<file path="config.mk">
export PLATFORM = sky130hd
export DESIGN_NAME = step_timer
export DESIGN_NICKNAME = d
export VERILOG_FILES = /design/src/rtl/step_timer.sv
export SDC_FILE = /design/constraint.sdc
export NUM_CORES = 1
export LEC_CHECK = 0
export ABC_CLOCK_PERIOD_IN_PS = 3400
export BUFFER_PORTS_ARGS = -buffer_cell sky130_fd_sc_hd__buf_2
export CAP_MARGIN = 25
export CORE_AREA = 2 2 39 41
export CTS_CLUSTER_SIZE = 14
export DETAILED_ROUTE_END_ITERATION = 16
export DIE_AREA = 0 0 41 43
export SETUP_SLACK_MARGIN = 0.4
export SYNTH_ARGS = -nofsm -noshare
export SYNTH_HDL_FRONTEND = slang
export SYNTH_SLANG_ARGS = --single-unit
</file>
<file path="constraint.sdc">
create_clock -name clk -period 3.4 [get_ports clk]
set_clock_uncertainty 0.2 [all_clocks]
set_input_delay 0.34 -clock clk [delete_from_list [all_inputs] [get_ports clk]]
set_output_delay 0.34 -clock clk [all_outputs]
set_load 0.01 [all_outputs]
</file>
<file path="src/rtl/step_timer.sv">
// Free-running period counter; tick marks the last cycle of each period.
module step_timer #(
    parameter int unsigned CNT_W = 4
) (
    input  logic             clk,
    input  logic             rst,
    input  logic             restart,
    input  logic             hold,
    input  logic [CNT_W-1:0] period,
    output logic             tick
);

    logic [CNT_W-1:0] cnt;
    logic             at_end;

    assign at_end = (cnt == period - CNT_W'(1));
    assign tick   = at_end && !restart && !hold;

    always_ff @(posedge clk) begin
        if (rst || restart || hold)
            cnt <= '0;
        else if (at_end)
            cnt <= '0;
        else
            cnt <= cnt + CNT_W'(1);
    end

endmodule

</file>
; Word-level counts from Yosys, hierarchy flattened
; Index checks and enable logic that the tools add are counted.
; W data, S select, Z words.
[totals]
ff_bits = 4
latchBits = 0
ramBits = 0
mem_bits_ro = 0
input_bits = 8
output_inout_bits = 1
mem_count = 0
[classes]
addsub = 2
mul = 0
div_mod_pow = 0
order_cmp = 0
eq_ne = 1
shifts = 0
muxes = 0
bitwise = 0
reduce_logical = 7
[op_table]
columns = operator, count
row1 = $add A4 B1 Y4 const B, 1
row2 = $eq A4 B4 Y1, 1
row3 = $sub A4 B1 Y4 const B, 1
row4 = $logic_and A1 B1 Y1, 2
row5 = $logic_not A1 Y1, 2
row6 = $logic_or A1 B1 Y1, 2
row7 = $reduce_or A2 Y1, 1

; Logic depth before layout (Yosys ltp)
[logic_depth]
word_depth = 4
mapped_depth = 5

; Worst setup path before layout
; No wires, ideal clock.
[synth_path]
path_type = input to output
from = input port period[0]
to = output port tick
arrival_ns = 1.340
required_time_ns = 2.860
slack_ns = 1.520
path_stages = 5
n_path_buf = 0
cell_sequence = inv_1 > ha_1 > xor3_2 > nor3_4 > and3_1
[synth_between]
elab_chain_len = 4
[synth_lines]
columns = element, line_no
row1 = from (decl), 9  ; input logic [CNT_W-1:0] period,
row2 = $sub A4 B1 Y4, 16  ; assign at_end = (cnt == period - CNT_W'(1));
row3 = $eq A4 B4 Y1, 16
row4 = $logic_and A1 B1 Y1 (2 in a row), 17  ; assign tick = at_end && !restart && !hold;
row5 = to (decl), 10  ; output logic tick
; No other way between the ends.

; Worst setup path after layout
; Same ends and word-level chain as after synthesis.

==> impl_summary.txt <==
----------------------------------------------------
[CTS]
  # hold bufs at CTS ... 0
  Clk Tree Root Cell ... sky130_fd_sc_hd__clkbuf_4
  Worst-path clk slew ... 0.04 ns
  Max Buffers Root-to-Sink ... 2
  Clock buffer count from CTS ... 3
  Post-CTS setup buffers ... 0
  Clock Latency Late Sink ... 0.23 ns
  TritonCTS clock tree ... done
  H-Tree Level Count ... 1
  Clock Sink Count ... 4
  Post_cts resized ... 0

[Synthesis]
  Cell taking the most area after synthesis ... sky130_fd_sc_hd__dfxtp_1
  Post-Syn Instances ... 26
  Sequential element share of the synthesized area ... 30.0%
  Synth area leaders ... sky130_fd_sc_hd__dfxtp_1 30%, sky130_fd_sc_hd__xnor2_1 13%, sky130_fd_sc_hd__a211oi_1 11%, sky130_fd_sc_hd__ha_1 9.4%, sky130_fd_sc_hd__xor3_2 9.4%
  Share of the synthesized area in the top cell type ... a little under a third
  Mean post-synth cell area ... between 10 and 15 µm²
  Number of unique standard cell types used by synthesis ... 13
  Post-synthesis instance area ... 267 µm²
  Post-synth net total ... 36
  Synthesis Warnings ... 0
  Total of flip-flops plus latches after synthesis ... 4

[Power and ir drop]
  Cell-internal power ... 97.7 µW
  Power Dens Cells ... 365 nW/µm²
  Lkg Pwr ... 0.155 nW
  Portion of total power attributed to the clock network ... 45.5%
  Power share of the sequential group ... a little under two fifths
  Power spent charging and discharging nets ... 29.8 µW
  Logic gate share of total power ... 16.3%
  Switching part of the total power ... between 20% and 30%
  Peak ir drop on the vdd network ... 0.143 mV

[Routing]
  Routed wire length ... 464 µm
  DRC violation count after routing ... 0
  Via total after detailed routing ... roughly 220
  DR vias/cell ... 4.06
  DRC violation total after the first TritonRoute iteration ... 0
  Number of detailed-route iterations in the first pass ... 1
  Detailed-route wire length per cell ... 8.75 µm
  DRT antenna net count ... 0

[Critical path]
  Crit path required time ... approximately 2.9 ns
  Depth of the worst register-to-register path ... 3
  Arr. time, crit path ... approximately 1.6 ns
  Category of the most critical setup path ... in -> out
  Worst Setup End Kind ... output pin
  Launching element type of the critical path ... input port
  Crit Path Max Fanout ... 5

[Floorplanning]
  Die Ht ... around 43 µm
  Placeable core region ... 1380 µm²
  Effective utilization at floorplan ... 19.3%
  Number of rows in the core area ... 14
  Count of boundary I/O pins ... 9
  Die Footprint ... 1760 µm²
  Die outline width ... 41 µm

[Timing]
  Max Clk Rate ... between 400 and 500 MHz
  Actual transition at the worst max-transition pin ... roughly 0.42 ns
  Relative slew margins ... 71.9%
  Total of endpoints with negative setup slack in the final report ... 0
  Final max-slew violation count ... 0
  Share of the cycle needed by the critical path after routing ... 62.7%
  Shortest clock period the worst path allows after layout ... 2.13 ns
  Setup repair after global routing missed its margin ... false
  Final total negative setup slack ... 0 ns
  Number of hold-slack violations in the final timing report ... 0

[Placed design]
  DP Cell Count ... 50
  Buffers on Ports ... 8
  Gpl congestion ... between 0.6 and 0.7

[Layout]
  Largest registers ... cnt (4)
  Flip-flop count of the largest register, all copies and words added ... 4
  Final nets ... 49
  Fraction of layout instances using a drive strength above 1 ... 35.1%
  Antenna Diode Count ... 0
  Layout Cells excl Fill ... 53
  Area growth from synthesis to final layout ... 31.0%
  Register bank with the most flops ... cnt
  Fill cells ... 154

[Outcome]
  Run status ... complete, no violations

[GRT]
  Remaining Overflow, GRT ... 0
  Total routing usage reported by global routing ... under 10%
  Pin count of the biggest net entering global routing ... 6
  Vias in the first global route ... 213
  Global-route wire length before repair ... 807 µm
  Antenna violations before repair ... 0

[Hold path]
  Number of cells on the worst hold path ... 3
  Classification of the worst-slack hold path ... in -> reg

[Run]
  Number of max-cap violations ... 0

----------------------------------------------------
-- synthesized netlist by cell type --
library cell and n:
sky130_fd_sc_hd__nor2_1 1, sky130_fd_sc_hd__nor3_1 1, sky130_fd_sc_hd__a211oi_1 4, sky130_fd_sc_hd__nor3_4 1, sky130_fd_sc_hd__nand3_1 1, sky130_fd_sc_hd__xor2_1 2
sky130_fd_sc_hd__or3_1 1, sky130_fd_sc_hd__xnor2_1 4, sky130_fd_sc_hd__inv_1 3, sky130_fd_sc_hd__and3_1 1, sky130_fd_sc_hd__dfxtp_1 4, sky130_fd_sc_hd__xor3_2 1
sky130_fd_sc_hd__ha_1 2
-- metal layers --
layer	GRT usage (%)	vias up	part of all wire, %
met2	10.3	7	52
met1	7.74	94	41
met4	8.00	0	0
met3	1.57	0	7.3
met5	0	-	0
li1	-	114	-
-- cells in the final DEF, fill, tap and decap left out --
cell / instances
sky130_fd_sc_hd__dfxtp_1: 4
sky130_fd_sc_hd__xor2_1: 2
sky130_fd_sc_hd__nor2_1: 1
sky130_fd_sc_hd__xor3_2: 1
sky130_fd_sc_hd__nand3_1: 1
sky130_fd_sc_hd__inv_1: 3
sky130_fd_sc_hd__ha_1: 2
sky130_fd_sc_hd__clkbuf_4: 3
sky130_fd_sc_hd__nor3_1: 1
sky130_fd_sc_hd__or3_1: 1
sky130_fd_sc_hd__buf_2: 8
sky130_fd_sc_hd__xnor2_1: 4
sky130_fd_sc_hd__a211oi_1: 4
sky130_fd_sc_hd__nor3_4: 1
sky130_fd_sc_hd__and3_1: 1
-- kinds of logic (layout without fill, tap and decap cells) --
logic type | count (synthesis) | after routing | share of synthesized area, %
XOR/XNOR | 7 | 7 | 29.1
AND/OR/NAND/NOR | 6 | 6 | 16.0
AO/OA/AOI/OAI | 4 | 4 | 11.3
flip-flops | 4 | 4 | 30.0
buffers and inverters | 3 | 14 | 4.23
adder cells (fa/ha/maj) | 2 | 2 | 9.39
-- layout make-up --
class,instances,area [µm²],area share [%]
multi-input combinational,19,175,50.2
sequential,4,80.1,22.9
inverter,3,11.3,3.23
tap,16,20.0,5.73
timing repair buffer,8,40.0,11.5
clock buffer,3,22.5,6.45
-- per-stage QoR --
stage               setup WS (ns)  area (µm²)  total power [mW]  utilization (%)  hold slack, ns
floorplan                    1.52         267            0.0635                -           0.263
global placement             1.26         327            0.0702             23.6           0.296
detailed placement           1.27         327            0.0702             23.6           0.293
CTS                          1.25         349             0.131             25.2           0.251
global route                 1.18         349             0.135             25.2           0.277
finish                       1.27         349             0.128             25.2           0.250
-- path summary, 6_finish.rpt --
path	to	slack, ns	start
worst max-delay path	tick	1.27	period[0]
worst min-delay path	cnt[2]	0.25	rst
worst max register to register	cnt[0]	1.90	cnt[2]
worst min register to register	cnt[0]	0.31	cnt[0]
-- critical path, stage by stage --
cell and delay (ns):
sky130_fd_sc_hd__buf_2 0.11, sky130_fd_sc_hd__inv_1 0.04, sky130_fd_sc_hd__ha_1 0.20, sky130_fd_sc_hd__xor3_2 0.39
sky130_fd_sc_hd__nor3_4 0.20, sky130_fd_sc_hd__and3_1 0.18, sky130_fd_sc_hd__buf_2 0.12
-- power by group through the flow --
| stage | clock network [mW] | registers [mW] | logic (mW) |
|---|---|---|---|
| 2_1_floorplan | 0 | 0.0492 | 0.0143 |
| 4_1_cts | 0.0612 | 0.0487 | 0.0213 |
| 3_5_place_dp | 0 | 0.0494 | 0.0209 |
| 6_report | 0.0580 | 0.0487 | 0.0208 |
| 3_3_place_gp | 0 | 0.0494 | 0.0208 |
| 5_1_grt | 0.0624 | 0.0488 | 0.0236 |
No activity file was read; power rests on OpenSTA's default activity.
